[src/rtl/hazard_controller.sv]
// hazard_controller
//   Decode-stage hazard and flush sequencer. Tracks the destination
//   registers of the instructions in execute, memory and writeback. It
//   stalls decode on a read-after-write hazard. After a taken jump it
//   squashes the wrong-path instructions for SQUASH_CYCLES cycles.
//
//   Optional build macro: HAZARD_FWD_EN
//     defined   - a forwarding datapath exists. Only a load in the
//                 execute-stage entry with a consumer in decode stalls
//                 (the load-use case).
//     undefined - any match in any scoreboard entry stalls decode until
//                 the producing instruction leaves the scoreboard.
//
//   Ports
//     clk          clock, all state on the rising edge
//     rst          synchronous active-low reset
//     a0, a1       rs1 / rs2 of the instruction in decode
//     rs1_used     the decode instruction reads a0
//     rs2_used     the decode instruction reads a1
//     a2_hazard    rd of the instruction in decode
//     dec_reg_wr   the decode instruction writes rd
//     dec_mem_re   the decode instruction is a load
//     jmp_taken    execute resolved a taken jump this cycle
//     stall        hold fetch/decode; a bubble enters execute
//     squash       kill the instruction currently in decode
//     stall_cnt    saturating count of stall cycles
//     squash_cnt   saturating count of squash cycles
//
//   Flush FSM states
//     state | meaning
//     IDLE  | no flush in progress; squash follows jmp_taken only
//     FLUSH | holding squash after a taken jump; flush_cnt cycles remain

module hazard_controller #(
    parameter int SB_DEPTH      = 3,
    parameter int SQUASH_CYCLES = 2,
    parameter int CNT_W         = 16
) (
    input  logic             clk,
    input  logic             rst,
    input  logic [4:0]       a0,
    input  logic [4:0]       a1,
    input  logic             rs1_used,
    input  logic             rs2_used,
    input  logic [4:0]       a2_hazard,
    input  logic             dec_reg_wr,
    input  logic             dec_mem_re,
    input  logic             jmp_taken,
    output logic             stall,
    output logic             squash,
    output logic [CNT_W-1:0] stall_cnt,
    output logic [CNT_W-1:0] squash_cnt
);

    typedef enum logic {
        IDLE  = 1'b0,
        FLUSH = 1'b1
    } state_t;

    localparam logic [2:0] FLUSH_RELOAD = 3'(SQUASH_CYCLES - 1);

    state_t              state;
    logic [2:0]          flush_cnt;

    logic [SB_DEPTH-1:0] sb_valid;
    logic [SB_DEPTH-1:0] sb_load;
    logic [4:0]          sb_rd [SB_DEPTH];

    logic [SB_DEPTH-1:0] sb_elig;
    logic                hit_rs1;
    logic                hit_rs2;
    logic                push_valid;

    // Entries that are allowed to cause a stall.
    always_comb begin
        sb_elig = '0;
`ifdef HAZARD_FWD_EN
        // ALU results are forwarded; only a load one stage ahead must wait.
        sb_elig[0] = sb_valid[0] & sb_load[0];
`else
        sb_elig = sb_valid;
`endif
    end

    always_comb begin
        hit_rs1 = 1'b0;
        hit_rs2 = 1'b0;
        for (int i = 0; i < SB_DEPTH; i++) begin
            if (sb_elig[i] && rs1_used && (a0 != 5'd0) && (sb_rd[i] == a0))
                hit_rs1 = 1'b1;
            if (sb_elig[i] && rs2_used && (a1 != 5'd0) && (sb_rd[i] == a1))
                hit_rs2 = 1'b1;
        end
    end

    // jmp_taken feeds squash directly so the wrong-path instruction is killed
    // in the same cycle the jump resolves.
    assign squash     = jmp_taken | (state == FLUSH);
    assign stall      = ~squash & (hit_rs1 | hit_rs2);
    assign push_valid = dec_reg_wr & (a2_hazard != 5'd0) & ~stall & ~squash;

    // Scoreboard shift register; stalled or squashed cycles push a bubble.
    always_ff @(posedge clk) begin
        if (!rst) begin
            sb_valid <= '0;
            sb_load  <= '0;
            for (int i = 0; i < SB_DEPTH; i++)
                sb_rd[i] <= 5'd0;
        end else begin
            sb_valid[0] <= push_valid;
            sb_load[0]  <= dec_mem_re;
            sb_rd[0]    <= a2_hazard;
            for (int i = 1; i < SB_DEPTH; i++) begin
                sb_valid[i] <= sb_valid[i-1];
                sb_load[i]  <= sb_load[i-1];
                sb_rd[i]    <= sb_rd[i-1];
            end
        end
    end

    // Flush FSM. A jump during a flush restarts the hold period.
    always_ff @(posedge clk) begin
        if (!rst) begin
            state     <= IDLE;
            flush_cnt <= 3'd0;
        end else begin
            case (state)
                IDLE: begin
                    if (jmp_taken && (SQUASH_CYCLES > 1)) begin
                        state     <= FLUSH;
                        flush_cnt <= FLUSH_RELOAD;
                    end
                end
                FLUSH: begin
                    if (jmp_taken) begin
                        flush_cnt <= FLUSH_RELOAD;
                    end else if (flush_cnt == 3'd1) begin
                        state     <= IDLE;
                        flush_cnt <= 3'd0;
                    end else begin
                        flush_cnt <= flush_cnt - 3'd1;
                    end
                end
                default: begin
                    state     <= IDLE;
                    flush_cnt <= 3'd0;
                end
            endcase
        end
    end

    // Performance counters stick at all-ones instead of wrapping.
    always_ff @(posedge clk) begin
        if (!rst) begin
            stall_cnt  <= '0;
            squash_cnt <= '0;
        end else begin
            if (stall && (stall_cnt != '1))
                stall_cnt <= stall_cnt + 1'b1;
            if (squash && (squash_cnt != '1))
                squash_cnt <= squash_cnt + 1'b1;
        end
    end

endmodule

[config.mk]
export PLATFORM = sky130hd
export DESIGN_NAME = hazard_controller
export DESIGN_NICKNAME = d
export VERILOG_FILES = /design/src/rtl/hazard_controller.sv
export SDC_FILE = /design/constraint.sdc
export NUM_CORES = 1
export LEC_CHECK = 0
export ABC_AREA = 1
export BUFFER_PORTS_ARGS = -buffer_cell sky130_fd_sc_hd__buf_2
export CORE_MARGIN = 8
export CORE_UTILIZATION = 55
export CTS_CLUSTER_DIAMETER = 80
export DETAILED_ROUTE_END_ITERATION = 7
export PLACE_DENSITY = 0.83
export RECOVER_POWER = 100
export SLEW_MARGIN = 20
export SYNTH_ARGS = -nofsm -noshare
export SYNTH_HDL_FRONTEND = slang
export SYNTH_SLANG_ARGS = --single-unit
[constraint.sdc]
create_clock -name clk -period 1.9 [get_ports clk]
set_input_delay 0.285 -clock clk [delete_from_list [all_inputs] [get_ports clk]]
set_output_delay 0.285 -clock clk [all_outputs]
set_load 0.03 [all_outputs]
==> summary.md, run 1 <==
| Metric | Value |
|---|---|
| # IOs | 56 |
| Post-synth top flop | dfxtp_1 |
| Leak | 1.81 nW |
| First-pass GRT wire length | 13600 µm |
| Yosys top cell area share | 0.343 |
| DIE HEIGHT | 91.7 µm |
| Setup crit start kind | flop |
| Max Cap Viol | 0 |
| DRT iter0 DRCs | around 220 |
| Root buf cell | clkbuf_8 |
| FFs w/ async S/R, synth | 0 |
| CTS tree | built |
| Total CTS buffers | 5 |
| Required time of the critical path | ~1.6 ns |
| Synth Warn # | 0 |
| Period utilization | 0.967 |
| FF-to-FF setup slack | roughly 0.14 ns |
| Syn-to-layout area delta | 15.0% |
| Worst setup EP type | output pin |
| Max Clk Rate | 0.545 GHz |
| Rows | 27 |
| Fin Hold WS | 0.179 ns |
| Final HPWL from detailed placement | 5910 µm |
| Avg WL per Cell | 12.5 µm |
| Total core area | approximately 5500 µm² |
| Final Max Tran Viols | 0 |
| Crit path time final | 1.84 ns |
| Skew final | slightly below 0.01 ns |
| Vias in the first global route | 3132 |
| 1st-pass router iterations | 4 |
| Run status | finished clean |
| Rel. slew slack | 0.254 |
| Power per cell area | 602 nW/µm² |
| Crit path max fanout | 4 |
| Net count after synthesis | around 540 |
| RSZ-0062 raised after global routing | yes |
| N_diodes | 0 |
| Worst Hold Class | primary input to flop |
| Overflow after GRT | 0 |
| Placed Instances | around 630 |
| Gate power share | 0.110 |
| GRT Total Usage | 0.189 |
| Die width | 91.7 µm |
| Max clock buf depth | 2 |
| Later-pin clock latency in the skew report | about 0.31 ns |
| Switching Fraction | 0.253 |
| H-Tree Depth | 2 |
| Mapped Avg Cell Area | 6.12 µm² |
| Antenna Nets Post-Route | 0 |
| Drt via density | 5.16 |
| Final Net Count | 596 |
| Post-synthesis sequential area ratio | 0.343 |
| Crit Path Class | flop to output pin |
| Distinct cells, synth | 37 |
| Reg power frac | 0.543 |
| Post-synth top area cell | dfxtp_1 |
| Initial Utilization | 0.572 |
| Ranking of synthesized cells by area | dfxtp_1 34%, nand2_1 20%, inv_1 9.9% |
| Max IR drop VDD | between 0.4 and 0.5 mV |
| Port Buffers | 54 |
| Synth Cell Area | 3150 µm² |
| Internal cell power | 1.63 mW |
| Total Wirelength | 8040 µm |
| Post-synth top cells | 170 x nand2_1, 83 x inv_1, 66 x nor2_1 |
| Drt drc | 0 |
| Top-count cell post-synth | nand2_1 |
| Worst slew pin tran | 1.12 ns |
| Finish-stage setup viols | 0 |
| Post-synthesis register bit count | 54 |
| Largest net degree at the start of global routing | 28 |
| Initial antenna violation count | 0 |
| Critical path arrival | 1.55 ns |
| Final std cells w/o fill | 643 |
| CTS Hold Buffers Added | 0 |
| Vias | 3317 |
| Fin. Hold Viols | 0 |
| Clock transition at path regs | 0.10 ns |
| EDFF count, synth | 0 |
| Clock sink count | 54 |
| Gpl congestion | 0.920 |
| Synth Instances | 515 |
| Share of layout cells above drive strength 1 | 0.145 |
| Net Switching | 0.552 mW |
| Clk pwr share | 0.347 |
| Full die area | 8410 µm² |
-- layout by cell type, fill, tap and decap left out, types with 2 or more instances in the layout --
cell type,Yosys,final
dfxtp_1,54,40
buf_2,2,21
nor2_4,1,3
inv_2,15,16
ha_1,4,4
xor2_1,4,4
clkbuf_8,0,5
clkbuf_1,6,35
dfxtp_2,0,13
o21ai_0,5,5
nor2_2,3,3
a211oi_1,2,2
nand2_1,170,169
nand3_2,2,3
nand3_1,32,31
a31oi_1,3,3
o21ai_1,4,4
buf_4,1,3
nor3_1,8,8
inv_1,83,82
nand2_4,2,3
nand2_2,3,3
nor2_1,66,64
nand4_1,19,19
a21oi_1,11,11
-- through the flow --
step / setup TNS [ns] / setup WS, ns / util / cell area [µm²] / total power, mW
after floorplan: 0 / 0.0914 / - / 3150 / 1.36
after global placement: 0 / 0.157 / 0.630 / 3470 / 1.44
after detailed placement: 0 / 0.117 / 0.630 / 3470 / 1.44
after CTS: 0 / 0.0131 / 0.654 / 3600 / 2.20
after global routing: -0.0386 / -0.0227 / 0.658 / 3620 / 2.28
final: 0 / 0.0636 / 0.658 / 3620 / 2.18
-- per-layer routing --
metal / GRT usage / share of wire / vias to the layer above
met4: 0.0696 / 0.020 / 0
met2: 0.328 / 0.49 / 101
met3: 0.0383 / 0.054 / 15
li1: - / - / 1700
met1: 0.223 / 0.43 / 1501
met5: 0 / 0 / -
-- kinds of logic (layout without fill, tap and decap cells) --
family	Yosys count	after routing	share of synthesized area
AOI/OAI and AO/OA	32	32	0.0608
xor gates and xnor gates	4	4	0.0111
adders and majority gates	4	4	0.0159
buffers and inverters	109	165	0.137
DFF	54	54	0.343
and+or+nand+nor	312	312	0.432
-- path summary, 6_finish.rpt --
path,startpoint,endpoint,cells after the start
setup / recovery,sb_rd[0][7],stall,9
hold / removal,a2_hazard[0],sb_rd[0][0],3
setup reg to reg,squash_cnt[0],squash_cnt[12],11
hold reg to reg,sb_rd[0][7],sb_rd[0][12],2
-- critical path: stages (launching register included) --
cell and delay (ns):
dfxtp_2 0.36, inv_1 0.06, nand2_1 0.05, nand3_1 0.09
nor2_1 0.11, nand3_1 0.08, nand3_1 0.10, nand2_2 0.10
a21oi_4 0.16, buf_6 0.15
-- flip-flops by register name, summed over array words and instances, names as in the netlist --
register    flops
squash_cnt     16
flush_cnt       3
stall_cnt      16
state           1
sb_elig         3
sb_rd          15
-- power groups by stage --
stage / logic, mW / clock network, mW / registers, mW
6_report: 0.241 / 0.756 / 1.18
4_1_cts: 0.240 / 0.774 / 1.18
5_1_grt: 0.273 / 0.818 / 1.19
3_3_place_gp: 0.229 / 0 / 1.21
3_5_place_dp: 0.236 / 0 / 1.21
2_1_floorplan: 0.149 / 0 / 1.21
-- repair_timing --
item,in CTS,in global routing
setup endpoints to repair,1,5
setup buffers,0,2
resized for setup,10,18
pin swaps,1,7
-- layout make-up --
type / count / area [µm²]
fillers: 527 / 1880
multi-input cells: 352 / 1670
flip-flops and latches: 54 / 1100
inverters: 98 / 368
repair buffers: 59 / 283
well taps: 72 / 90.1
clock buffers: 7 / 76.3
clock inverters: 1 / 30.0
Note: power is estimated with default switching activity, not from simulation.
==> run 2: changes to the inputs <==
CAP_MARGIN = 20   (was unset)
RECOVER_POWER = unset   (was 100)
clock period = 1.8 ns   (was 1.9 ns; I/O delays follow)
==> run 2 against run 1 <==
The run now ends with negative setup slack left. Critical path type unchanged. Critical endpoint unchanged. Highest routed layer unchanged. Clock skew down 0.0040 ns. First-iteration DRC count down 31%. Largest power group unchanged. Sequential share of layout area fell by 0.48 points. Total power increased by 0.93%. Global-route usage down 1.0 points.
==> summary.md, run 2 (synthesized netlist as in run 1, its figures left out) <==
| Metric | Value |
|---|---|
| Clock sink count | 54 (unchanged) |
| Critical path arrival | 1.55 ns (about the same) |
| Avg WL per Cell | 12.0 µm (was 12.5 µm) |
| Largest net degree at the start of global routing | 34 (was 28) |
| Failing checks | negative setup slack |
| Max Cap Viol | 0 (unchanged) |
| Full die area | 8410 µm² (unchanged) |
| Port Buffers | 54 (unchanged) |
| Setup crit start | sb_elig[0] (was sb_rd[0][7]) |
| Clock transition at path regs | 0.09 ns (was 0.10 ns) |
| Skew final | 0.00592 ns (was 0.00990 ns) |
| CTS tree | built (unchanged) |
| Max clock buf depth | 2 (unchanged) |
| Drt drc | 0 (unchanged) |
| Required time of the critical path | 1.53 ns (was 1.62 ns) |
| Crit-path slowest cell | dfxtp_1 (was dfxtp_2) |
| Setup TNS | -0.0154 ns (was 0 ns) |
| Later-pin clock latency in the skew report | 0.30 ns (was 0.31 ns) |
| Crit path time final | 1.82 ns |
| Register area | 1120 µm² (was 1100 µm²) |
| Vias in the first global route | 2983 (was 3132) |
| Die width | 91.7 µm (unchanged) |
| # IOs | 56 (unchanged) |
| Worst Hold Class | primary input to flop (unchanged) |
| Placed Instances | 636 (was 633) |
| Total power | 2.20 mW (was 2.18 mW) |
| Antenna Nets Post-Route | 0 (unchanged) |
| Final worst setup slack | -0.0154 ns (was 0.0636 ns) |
| Setup crit start kind | flop (unchanged) |
| Worst slew pin tran | 0.414 ns (was 1.12 ns) |
| Initial Utilization | 0.572 (unchanged) |
| Max IR drop VDD | 0.416 mV (was 0.431 mV) |
| Syn-to-layout area delta | 18.7% (was 15.0%) |
| Period utilization | 1.01 |
| Most frequent cells in the layout | 165 x nand2_1, 73 x inv_1, 64 x nor2_1, 53 x buf_2, 32 x dfxtp_1 (was 169 x nand2_1, 82 x inv_1, 64 x nor2_1, 40 x dfxtp_1, 35 x clkbuf_1) |
| Footprint of the multi-input gates | 1700 µm² (was 1670 µm²) |
| Post-layout util | 0.679 (was 0.658) |
| Hold_sp | a2_hazard[1] (was a2_hazard[0]) |
| Placed inst area | 3500 µm² (was 3470 µm²) |
| CTS Hold Buffers Added | 0 (unchanged) |
| Finish-stage setup viols | 1 (was 0) |
| Fin. Hold Viols | 0 (unchanged) |
| WP buf/inv | 2 (unchanged) |
| DIE HEIGHT | 91.7 µm (unchanged) |
| Final Max Tran Viols | 0 (unchanged) |
| Overflow after GRT | 0 (unchanged) |
| Total CTS buffers | 5 (unchanged) |
| Max incr delay on CP | 0.37 ns (was 0.36 ns) |
| Final HPWL from detailed placement | 5850 µm (was 5910 µm) |
| FILL cells | 491 (was 527) |
| Share of layout cells above drive strength 1 | 0.254 (was 0.145) |
| Crit path max-delay family | simple AND/OR/NAND/NOR gates (unchanged) |
| Vias | 3248 (was 3317) |
| RSZ-0062 raised after global routing | yes (unchanged) |
| N_diodes | 0 (unchanged) |
| Final Net Count | 603 (was 596) |
| Crit path max fanout | 3 (was 4) |
| Max Clk Rate | 0.551 GHz |
| GRT Total Usage | 0.178 (was 0.189) |
| Run status | finished with violations (was finished clean) |
| Drt via density | 5.00 (was 5.16) |
| Worst-path cell chain | nand2_1 -> inv_1 -> nand2_1 -> nor2_2 -> nand3_1 -> nand3_1 -> nand2_2 -> a21oi_4 -> buf_6 (was inv_1 -> nand2_1 -> nand3_1 -> nor2_1 -> nand3_1 -> nand3_1 -> nand2_2 -> a21oi_4 -> buf_6) |
| Biggest regs | squash_cnt: 16 flops, stall_cnt: 16 flops, sb_rd: 15 flops (unchanged) |
| FF-to-FF Start | sb_elig[0] (was squash_cnt[0]) |
| First-pass GRT wire length | 12800 µm (was 13600 µm) |
| Gpl congestion | 0.891 (was 0.920) |
| Leak | 1.97 nW (was 1.81 nW) |
| Final instance area | 3740 µm² (was 3620 µm²) |
| Crit Path Class | flop to output pin (unchanged) |
| Worst setup EP type | output pin (unchanged) |
| Power per cell area | 589 nW/µm² (was 602 nW/µm²) |
| Initial antenna violation count | 0 (unchanged) |
| Root buf cell | clkbuf_8 (unchanged) |
| Total core area | 5510 µm² (unchanged) |
| H-Tree Depth | 2 (unchanged) |
| Total Wirelength | 7770 µm (was 8040 µm) |
| DRT iter0 DRCs | 153 (was 223) |
| Final std cells w/o fill | 650 (was 643) |
| Commonest non-fill, non-tap cell in the layout | nand2_1 (unchanged) |
| Rel. slew slack | 0.723 (was 0.254) |
| 1st-pass router iterations | 4 (unchanged) |
| Rows | 27 (unchanged) |
run 2: cell types whose count changed in the layout (fill, tap and decap cells not counted), moves of 4 or more:
cell / previous run / this run
clkbuf_1: 35 / 1
buf_2: 21 / 53
buf_4: 3 / 12
inv_1: 82 / 73
dfxtp_1: 40 / 32
inv_2: 16 / 24
dfxtp_2: 13 / 18
nand2_1: 169 / 165
nand2_2: 3 / 7
run 2: per-stage QoR:
step	setup slack [ns]	hold slack, ns
floorplan	0.0583	0.363
global placement	0.0938	0.431
detailed placement	0.0731	0.439
CTS	-0.00246	0.148
global route	-0.0795	0.170
finish	-0.0154	0.157
run 2: final timing paths:
path / endpoint / slack [ns] / depth (start not counted)
max: stall / -0.02 / 9
min: sb_rd[0][1] / 0.16 / 3
max reg2reg: stall_cnt[2] / 0.11 / 12
min reg2reg: sb_elig[2] / 0.45 / 2
run 2: layer usage:
layer | part of all wire | wire, µm | GRT usage
met1 | 0.44 | 3440 | 0.205
met2 | 0.50 | 3850 | 0.319
met3 | 0.048 | 371 | 0.0416
met4 | 0.014 | 105 | 0.0559
met5 | 0 | 0 | 0
run 2: cell type report:
class | instances | share of cell area
timing repair buffer | 66 | 0.0981
clock buffer | 7 | 0.0231
sequential | 54 | 0.299
inverter | 98 | 0.0991
clock inverter | 1 | 0.00134
multi-input combinational | 352 | 0.455
tap | 72 | 0.0241
run 2: repair_timing:
action / 4_1_cts / 5_1_grt
endpoints found under the hold margin: 0 / 0
gates resized for setup: 26 / 27
pin swaps: 6 / 20
setup endpoints to repair: 1 / 17
setup buffers: 1 / 5
run 2: power by group:
| part | leakage [nW] | switching (mW) | internal [mW] |
|---|---|---|---|
| sequential | 0.449 | 0.0280 | 1.22 |
| combinational | 1.47 | 0.175 | 0.0875 |
| clock | 0.0482 | 0.378 | 0.311 |
run 2: worst reg2reg max path: stages (launching register included):
cell and delay (ns):
dfxtp_1 0.37, nand2_1 0.07, inv_1 0.06, nand2_1 0.05
nor2_2 0.12, nand3_1 0.08, nand3_1 0.10, nand2_2 0.08
buf_4 0.16, nand2_8 0.14, nand3_2 0.15, nor2_1 0.14
nor2_1 0.06
